**src/rtl/codec_cfg_pkg.sv**
```systemverilog
// Shared types and constants for the codec configuration sequencer.
// Latency: none (declarations only).
// Backpressure: n/a.
package codec_cfg_pkg;

   // Byte-level I2C engine commands
   typedef enum logic [1:0] {
      OP_NOP   = 2'b00,
      OP_START = 2'b01,
      OP_WRITE = 2'b10,
      OP_STOP  = 2'b11
   } eng_op_e;

   typedef enum logic [3:0] {
      S_IDLE,
      S_FETCH,
      S_CMD_START,
      S_CMD_BYTE,
      S_CMD_STOP,
      S_WAIT,
      S_NEXT,
      S_READY,
      S_FAIL,
      S_ERROR
   } seq_state_e;

   // err_index value reported when a runtime (non-table) write fails
   localparam logic [5:0] RUNTIME_IDX = 6'h3F;

   // WM8731-style codec register addresses
   localparam logic [6:0] REG_LLIN   = 7'h00;
   localparam logic [6:0] REG_RLIN   = 7'h01;
   localparam logic [6:0] REG_LHP    = 7'h02;
   localparam logic [6:0] REG_RHP    = 7'h03;
   localparam logic [6:0] REG_APATH  = 7'h04;
   localparam logic [6:0] REG_DPATH  = 7'h05;
   localparam logic [6:0] REG_PWR    = 7'h06;
   localparam logic [6:0] REG_IFACE  = 7'h07;
   localparam logic [6:0] REG_ACTIVE = 7'h09;
   localparam logic [6:0] REG_RESET  = 7'h0F;

   // Codec write word: 7-bit register address above 9-bit data
   function automatic logic [15:0] cfg_word(input logic [6:0] ra, input logic [8:0] d);
      return {ra, d};
   endfunction

endpackage

```
**src/rtl/codec_cfg_sequencer_rom.sv**
```systemverilog
// Init table: maps a table index to a {reg[6:0], data[8:0]} codec write.
// Latency: combinational.
// Backpressure: none.
module codec_init_rom
   import codec_cfg_pkg::*;
(
   input  logic [5:0]  index,
   output logic [15:0] word
);

   // Table lookup; indices past the populated entries read as zero
   always_comb begin
      word = 16'h0000;
      case (index)
         6'd0:    word = cfg_word(REG_RESET,  9'h000);
         6'd1:    word = cfg_word(REG_PWR,    9'h000);
         6'd2:    word = cfg_word(REG_LLIN,   9'h017);
         6'd3:    word = cfg_word(REG_RLIN,   9'h017);
         6'd4:    word = cfg_word(REG_LHP,    9'h179);
         6'd5:    word = cfg_word(REG_RHP,    9'h179);
         6'd6:    word = cfg_word(REG_APATH,  9'h012);
         6'd7:    word = cfg_word(REG_DPATH,  9'h000);
         6'd8:    word = cfg_word(REG_IFACE,  9'h00A);
         6'd9:    word = cfg_word(REG_ACTIVE, 9'h001);
         default: word = 16'h0000;
      endcase
   end

endmodule

```
**src/rtl/codec_cfg_sequencer.sv**
```systemverilog
// Drives the I2C byte engine through the codec init table, then serves runtime writes.
// Latency: one engine command per cycle issued, then waits for eng_done (bounded by C_TIMEOUT).
// Backpressure: one command outstanding; wr_req held until wr_ack. CFG_RETRY_EN enables NACK retries.
module codec_cfg_sequencer
   import codec_cfg_pkg::*;
#(
   parameter logic [6:0] C_DEV_ADDR  = 7'h1A,
   parameter int         C_NUM_REGS  = 10,
   parameter int         C_TIMEOUT   = 65535,
   parameter int         C_MAX_RETRY = 3
) (
   input  logic       clk,
   input  logic       rst,
   input  logic       start,
   input  logic       wr_req,
   input  logic [6:0] wr_reg,
   input  logic [8:0] wr_data,
   output logic       wr_ack,
   output logic [1:0] eng_op,
   output logic [7:0] eng_wdata,
   input  logic       eng_done,
   input  logic       eng_nack,
   output logic       init_done,
   output logic       busy,
   output logic       error,
   output logic [5:0] err_index
);

   localparam int         TW       = $clog2(C_TIMEOUT + 1);
   localparam logic [5:0] LAST_IDX = 6'(C_NUM_REGS - 1);

   seq_state_e    state;
   eng_op_e       op_q;
   eng_op_e       last_op;
   logic [5:0]    index;
   logic [1:0]    byte_cnt;
   logic [15:0]   word;
   logic [15:0]   rom_word;
   logic [6:0]    rt_reg;
   logic [8:0]    rt_data;
   logic          runtime;
   logic          nack_seen;
   logic [TW-1:0] timer;
   logic [7:0]    byte_sel;
`ifdef CFG_RETRY_EN
   logic [7:0]    retry;
   logic          timed_out;
`endif

   codec_init_rom u_rom (
      .index (index),
      .word  (rom_word)
   );

   assign eng_op = op_q;
   assign busy   = !(state inside {S_IDLE, S_READY, S_ERROR});

   // Byte to send for the current position within the transaction
   always_comb begin
      byte_sel = {C_DEV_ADDR, 1'b0};
      case (byte_cnt)
         2'd1:    byte_sel = word[15:8];
         2'd2:    byte_sel = word[7:0];
         default: byte_sel = {C_DEV_ADDR, 1'b0};
      endcase
   end

   // Sequencer FSM; all outputs registered, engine command is a one-cycle pulse
   always_ff @(posedge clk or negedge rst) begin
      if (!rst) begin
         state     <= S_IDLE;
         op_q      <= OP_NOP;
         last_op   <= OP_NOP;
         eng_wdata <= 8'h00;
         wr_ack    <= 1'b0;
         init_done <= 1'b0;
         error     <= 1'b0;
         err_index <= 6'd0;
         index     <= 6'd0;
         byte_cnt  <= 2'd0;
         word      <= 16'h0000;
         rt_reg    <= 7'd0;
         rt_data   <= 9'd0;
         runtime   <= 1'b0;
         nack_seen <= 1'b0;
         timer     <= '0;
`ifdef CFG_RETRY_EN
         retry     <= 8'd0;
         timed_out <= 1'b0;
`endif
      end else begin
         op_q   <= OP_NOP;
         wr_ack <= 1'b0;
         case (state)
            S_IDLE: begin
               if (start) begin
                  index   <= 6'd0;
                  runtime <= 1'b0;
                  state   <= S_FETCH;
               end
            end
            S_FETCH: begin
               word      <= runtime ? {rt_reg, rt_data} : rom_word;
               nack_seen <= 1'b0;
`ifdef CFG_RETRY_EN
               timed_out <= 1'b0;
`endif
               state     <= S_CMD_START;
            end
            S_CMD_START: begin
               op_q    <= OP_START;
               last_op <= OP_START;
               timer   <= '0;
               state   <= S_WAIT;
            end
            S_CMD_BYTE: begin
               op_q      <= OP_WRITE;
               last_op   <= OP_WRITE;
               eng_wdata <= byte_sel;
               timer     <= '0;
               state     <= S_WAIT;
            end
            S_CMD_STOP: begin
               op_q    <= OP_STOP;
               last_op <= OP_STOP;
               timer   <= '0;
               state   <= S_WAIT;
            end
            S_WAIT: begin
               if (eng_done) begin
                  case (last_op)
                     OP_START: begin
                        byte_cnt <= 2'd0;
                        state    <= S_CMD_BYTE;
                     end
                     OP_WRITE: begin
                        if (eng_nack) begin
                           nack_seen <= 1'b1;
                           state     <= S_CMD_STOP;
                        end else if (byte_cnt < 2'd2) begin
                           byte_cnt <= byte_cnt + 2'd1;
                           state    <= S_CMD_BYTE;
                        end else begin
                           state <= S_CMD_STOP;
                        end
                     end
                     default: state <= nack_seen ? S_FAIL : S_NEXT;
                  endcase
               end else if (timer == TW'(C_TIMEOUT)) begin
                  // Engine is unresponsive: abandon without a STOP
`ifdef CFG_RETRY_EN
                  timed_out <= 1'b1;
`endif
                  state <= S_FAIL;
               end else begin
                  timer <= timer + 1'b1;
               end
            end
            S_NEXT: begin
`ifdef CFG_RETRY_EN
               retry <= 8'd0;
`endif
               if (runtime) begin
                  wr_ack <= 1'b1;
                  state  <= S_READY;
               end else if (index == LAST_IDX) begin
                  init_done <= 1'b1;
                  state     <= S_READY;
               end else begin
                  index <= index + 6'd1;
                  state <= S_FETCH;
               end
            end
            S_READY: begin
               // wr_req may still be high in the ack cycle; do not take it twice
               if (wr_req && !wr_ack) begin
                  rt_reg  <= wr_reg;
                  rt_data <= wr_data;
                  runtime <= 1'b1;
                  state   <= S_FETCH;
               end
            end
            S_FAIL: begin
`ifdef CFG_RETRY_EN
               if (nack_seen && !timed_out && retry < 8'(C_MAX_RETRY)) begin
                  retry <= retry + 8'd1;
                  state <= S_FETCH;
               end else
`endif
               begin
                  error     <= 1'b1;
                  err_index <= runtime ? RUNTIME_IDX : index;
                  wr_ack    <= runtime;
                  state     <= S_ERROR;
               end
            end
            default: state <= S_ERROR;
         endcase
      end
   end

endmodule

```
**config.mk**
```make
export PLATFORM = sky130hd
export DESIGN_NAME = codec_cfg_sequencer
export DESIGN_NICKNAME = d
export VERILOG_FILES = /design/src/rtl/codec_cfg_pkg.sv /design/src/rtl/codec_cfg_sequencer_rom.sv /design/src/rtl/codec_cfg_sequencer.sv
export SDC_FILE = /design/constraint.sdc
export NUM_CORES = 1
export LEC_CHECK = 0
export ABC_AREA = 0
export CORE_MARGIN = 2
export CORE_UTILIZATION = 26
export DETAILED_ROUTE_END_ITERATION = 16
export PLACE_DENSITY = 0.55
export SKIP_CTS_REPAIR_TIMING = 1
export SKIP_LAST_GASP = 1
export SYNTH_ARGS = -nofsm -noshare
export SYNTH_HDL_FRONTEND = slang
export SYNTH_SLANG_ARGS = --single-unit
```
**constraint.sdc**
```tcl
create_clock -name clk -period 2.8 [get_ports clk]
set_input_delay 0.56 -clock clk [delete_from_list [all_inputs] [get_ports clk]]
set_output_delay 0.56 -clock clk [all_outputs]
set_load 0.05 [all_outputs]
```
==> results.txt <==
The flow ran to the end, and the final reports show no timing, DRC or antenna violations. Among all flip-flop cells after synthesis, the most frequent one is dfrtp_1. The share of post-route cells with drive strength above 1 is ~12%. The share of synthesized area occupied by flip-flops and latches is around half.

After detailed routing, the total wire length is 9.76 mm. The worst stage delay on the critical path is 540 ps. Clock tree synthesis selected as its root buffer the cell clkbuf_16. At the pin with the least slew margin, the transition time is 641 ps. Entering global routing, the biggest net connects 44 pins. The number of clock sinks is 83.

Counting distinct cell types in the post-synthesis netlist gives 54. Measured against the total synthesized area, the mux share comes to between 5 and 6%. The most common cell after layout, fill and taps aside is dfrtp_1. Dividing the final minimum period by the clock period gives about 89%. The initial core utilization is a little over a quarter.

The number of nets in the finished design is 499. The share of power burned in the clock network is 26.1%. For this run, the total global-route usage over all layers was measured as about an eighth. Counting the buffers created by CTS gives 9.

The clock tree skew after final layout is between 8 and 9 ps. The number of enable flip-flop cells after synthesis is 0. Ranked by total cell area, the synthesized netlist is headed by dfrtp_1 49%, nand2_1 4.8%, mux2_2 4.3%. The cell with the biggest individual delay on the critical path is dfrtp_1. The utilization after layout is between 30% and 40%. In the layout the commonest cells are 83 x dfrtp_1, 54 x nand2_1, 48 x nor2_1. The number of cells produced by synthesis came out at between 400 and 500. The number of buffers on the longest clock path is 2. The setup violation total in the final timing report is 0. In this run the worst path has a maximum fanout of 14. The leakage dissipation came out at 2.20 nW.

The fraction of power consumed by combinational cells came out at a little over a third. The core region area is between 15000 and 20000 um2. The total of flip-flops plus latches after synthesis is 83. From left edge to right edge, the die measures roughly 130 um.

The clock slew at the register clock pins of the worst setup and hold paths is 70 ps. The peak ir drop on the vdd network is ~290 uV. Summing every instance area after synthesis gives 4220 um2. The count of nets left with antenna violations once routing finished came out at 0. The layout has ~1600 filler cells. The average vias per placed instance came out at ~4.8.

The number of warnings printed during yosys synthesis is 0. After Yosys synthesis, XOR and XNOR cells account for less than 1% of the synthesized area. The number of buffers inserted by port buffering came out at 41.

The number of top-level pins is 42. Setup repair after global routing left no endpoint under its margin. The count of final max-slew check failures is 0. The worst pin sits at a relative slew slack of 56.9%. Traced cell by cell, the critical path runs through nor2_1, nand2_1, a21oi_1, a31oi_1, buf_4. The final number of hold-violating endpoints came to 0.

After floorplanning, the core was divided into 46 placement rows. The number of maximum-capacitance constraint violations came out at 0. The number of global-route vias before repair was 3368. The number of antenna diodes in the final layout is 0. The critical path data arrival time came out at around 1900 ps. The remaining routing DRC violations came out at 0. The element type at the critical path end is a primary output. The switching power came out at roughly 1.9 mW. The post-route worst hold slack is 209 ps. In the final timing run, aggregate negative setup slack is 0 ps. The data required time at the worst endpoint came out at between 2000 and 2500 ps. The final routed wire length divided by cell count came out at 14.3 um. Sequential cells account for between 30% and 40% of the total power. The critical path is of the reg -> out type. The simple logic cell fraction of the synthesized area is 21.0%. The clock tree from TritonCTS is yes. The fraction of registers with async set or reset after synthesis is 100%. The initial antenna violation count is 0.

The biggest area contributor in the post-synthesis netlist is dfrtp_1. The path type of the worst min-delay path is in -> async. Broken down by cell family, the worst path's largest delay share belongs to simple AND/OR/NAND/NOR gates. The main combinational cell family by area after synthesis is simple AND/OR/NAND/NOR gates. The proportion of netlist area held by the largest area contributor came out at around half. The H-tree depth is 3.

The synthesized-area fraction occupied by ao, oa, aoi and oai cells came out at 15.3%. In the final layout, the registers with the most flip-flops are timer (16), word (16), rt_data (9). The count of vias placed by the detailed router came out at ~3300. For this run, the top clock speed supported by timing is 402 MHz. The cell-internal power is 2.87 mW. The detailed-routing iteration count for the pre-antenna-repair pass came out at 4. The die is approximately 130 um tall. The adder-cell share of the synthesized area came out at roughly 4.2%.

The routability congestion estimate from global placement is 0.820. The synthesized area per cell came out at approximately 9.8 um2. The first global-routing pass estimated between 15 and 20 mm of wire. Together, buffers and inverters on the worst path number 1. The post-detailed-placement half-perimeter wirelength came out at between 7 and 8 mm. The shortest period the worst path allows is around 2500 ps.

The number of nets in the synthesized netlist is 465. The total power divided by cell area came out at 926 nW/um2. STA classifies the critical path startpoint as a flop. The source-to-sink clock delay at the later pin of the worst-skew pair is 340 ps. Compared with the post-synthesis result, the final layout area differs by 22.4%. The fraction of power spent switching nets came out at 40.0%. The total grt overflow came out at 0. The violation count after the first detailed-route iteration came out at about 250. The die covers roughly 17000 um2.
[power groups by stage]
stage / Combinational [mW] / Clock (mW) / Sequential [mW]
6_report: 1.70 / 1.25 / 1.83
5_1_grt: 1.89 / 1.34 / 1.88
4_1_cts: 1.72 / 1.27 / 1.83
3_5_place_dp: 1.72 / 0 / 1.85
3_3_place_gp: 1.68 / 0 / 1.84
2_1_floorplan: 1.10 / 0 / 1.92
[final cells by class]
cell class	count	area, um2	share of cell area (%)
Multi-Input combinational cell	310	1990	38.6
Clock inverter	7	90.1	1.75
Tap cell	216	270	5.24
Timing Repair Buffer	47	463	8.97
Inverter	12	45.0	0.873
Sequential cell	83	2080	40.3
Clock buffer	9	225	4.36
[per-layer routing]
layer	GRT usage, %	vias up	share of wire (%)
li1	-	1605	-
met1	15.4	1567	47
met2	19.1	76	48
met3	2.85	11	3.6
met4	4.59	0	1.7
met5	0	-	0
[stage by stage]
stage	power, mW	cells	worst slack, ps	instance area, um2
floorplan	3.02	429	642	4220
global placement	3.52	668	457	4840
detailed placement	3.57	668	365	4840
CTS	4.82	684	344	5160
global route	5.11	684	178	5160
finish	4.78	684	312	5160
[path summary, 6_finish.rpt]
| check | from | to | slack (ps) | depth (start not counted) |
|---|---|---|---|---|
| setup / recovery | state[0] | busy | 310 | 5 |
| min in group clk | timer[15] | timer[15] | 470 | 1 |
| hold / removal | rst | eng_wdata[5] | 210 | 1 |
| setup reg to reg | timer[0] | timer[11] | 620 | 6 |
| max in group asynchronous | rst | timer[7] | 1970 | 2 |
| hold reg to reg | timer[15] | timer[15] | 470 | 1 |
[synth_stat cells, drive strengths merged (2+ instances only)]
cell    count
mux2i       7
nand4b      4
ha         14
a21oi      16
nand3      19
clkbuf     12
mux2       16
dfrtp      83
nand4       6
xor2        4
nand2      54
inv        12
nor2b       6
nor4        3
o21ai      23
o211ai      3
a22oi       5
or4         2
buf        12
a221oi     13
or2         2
and4        2
and2        2
nor2       48
o31ai      13
or3         3
nand2b      8
nor3        7
and3        4
a31o        3
a31oi       9
nand3b      2
[cell families after synthesis]
kind of cell    Yosys count
mux                      23
fa+ha+maj                14
simple gates            174
buf+inv                  36
compound gates           95
xor+xnor                  4
flops                    83
Note: power is estimated with default switching activity, not from simulation.
==> RTL edit (same settings) <==
Make the reset (`rst`) synchronous in one clocked block.
--- a/src/rtl/codec_cfg_sequencer.sv
+++ b/src/rtl/codec_cfg_sequencer.sv
@@ -66,7 +66,7 @@
    end
 
    // Sequencer FSM; all outputs registered, engine command is a one-cycle pulse
-   always_ff @(posedge clk or negedge rst) begin
+   always_ff @(posedge clk) begin
       if (!rst) begin
          state     <= S_IDLE;
          op_q      <= OP_NOP;
Check against the original RTL: differs if rst is asserted again (counterexample within 4 cycles, from zero or initial values and one cycle with rst low); with rst held inactive, the same outputs for 10 cycles.
==> RTL edit against the original RTL <==
  * Fmax rose by 0.89%
  * Sequential cell count is 10 higher
  * Setup slack gained 0.022 ns
  * First-iteration DRC count shrank 27%
  * Synthesized area is 2.0% higher
  * Routed wire length is 5.6% higher
  * Worst hold slack gained 0.24 ns
  * Final area rose by 1.8%
  * Clock skew decreased by 0.0011 ns
  * Largest cell class is now multi-input gates
Power is not compared: it rests on default switching activity, and its combinational part moved more than twofold at a synthesized area within 25%.
==> RTL edit: results (changes against the original RTL) <==
* Post-detailed-placement half-perimeter wirelength: 7.53 mm (+6.4%)
- The top fanout value on the critical path came to 6 (-8).
- Non-clock buffer share of cell area: 0.102 (+0.0118)
- Overall fraction of global-route tracks in use: 0.123 (+0.00404)
- Critical path's largest stage delay: 0.43 ns (-0.11 ns)
- The met2 usage came to 0.206 (+0.0149).
* Post-synth net total: 545 (+17%)
- After synthesis, the cell types taking the most area are dfxtp_1 (43%), a21oi_1 (5.8%), nand2_1 (5.0%).
- The violation count after the first detailed-routing iteration was 181 (-27%).
- The total number of multi-input combinational cells came to 366 (+18%).
- Fraction of the mapped netlist area in adder cells: 0.0378 (-0.00372)
* Outcome: complete, no violations
- The number of global-route vias before repair came to 3,720 (+10%).
* Met1 GRT Util: 0.155 (+0.000489)
- Number of sinks handled by clock tree synthesis: 93 (+12%)
- First-pass GRT wire length: 17.7 mm (+5.9%)
* Layout clock area frac: 0.0531 (-0.00797)
* Commonest cells post-synth: dfxtp_1 (93), nand2_1 (57), nor2_1 (53)
- The number of distinct library cells after synthesis is 66 (+22%).
- Via count of the routed design: 3,756 (+15%)
* Largest net degree at the start of global routing: 31 (-30%)
* Fin nets: 582 (+17%)
- Wire length per cell: 13.4 um (-6.3%)
- The worst setup path is of the flip-flop to flip-flop kind.
- Slowest stage cell on the critical path: dfxtp_1
- Source of the worst register-to-register timing path: index[1]$_SDFFE_PN0N_
* Fraction of synthesized area in multiplexers: 0.00466 (-0.0547)
RTL edit: cell types whose count changed in the layout (fill, tap and decap cells not counted), sizes merged, moves of 12 or more:
| cell | before | now |
|---|---|---|
| a211oi | 1 | 16 |
| a21oi | 16 | 51 |
| dfrtp | 83 | 0 |
| dfxtp | 0 | 93 |
| mux2 | 16 | 0 |
| nor3 | 7 | 27 |
| o31ai | 13 | 1 |
RTL edit: logic make-up (layout without fill, tap and decap cells):
logic type,Yosys count,count (layout)
compound gates,136,136
xor+xnor,10,10
fa+ha+maj,13,13
buf+inv,51,92
flops,93,93
mux,2,2
simple gates,205,205
RTL edit: metrics by stage:
step	cells	hold WS (ns)	power, mW	instance area, um^2	setup WS [ns]
6_report	771	0.451	3.00	5250	0.334
5_1_grt	771	0.479	3.15	5250	0.106
4_1_cts	771	0.454	3.04	5250	0.329
3_5_place_dp	756	0.445	1.87	4970	0.0332
3_3_place_gp	756	0.442	1.87	4970	0.0312
2_1_floorplan	510	0.432	1.74	4300	0.303
RTL edit: path summary, 6_finish.rpt:
path | slack, ns | cells past startpoint | endpoint
setup / recovery | 0.33 | 10 | flip-flop
hold / removal | 0.45 | 2 | word[15]$_SDFFE_PN0P_
setup reg to reg | 0.33 | 10 | flip-flop
hold reg to reg | 0.45 | 2 | word[15]$_SDFFE_PN0P_
RTL edit: layer usage:
layer	wire length [um]	share of wire
met1	4860	0.47
met2	4990	0.48
met3	340	0.033
met4	124	0.012
met5	0	0
RTL edit: worst min-delay path, cell delays in order (launching register included):
cell and delay, ns:
dfxtp_1 0.31, nand2_1 0.05, a21oi_1 0.05
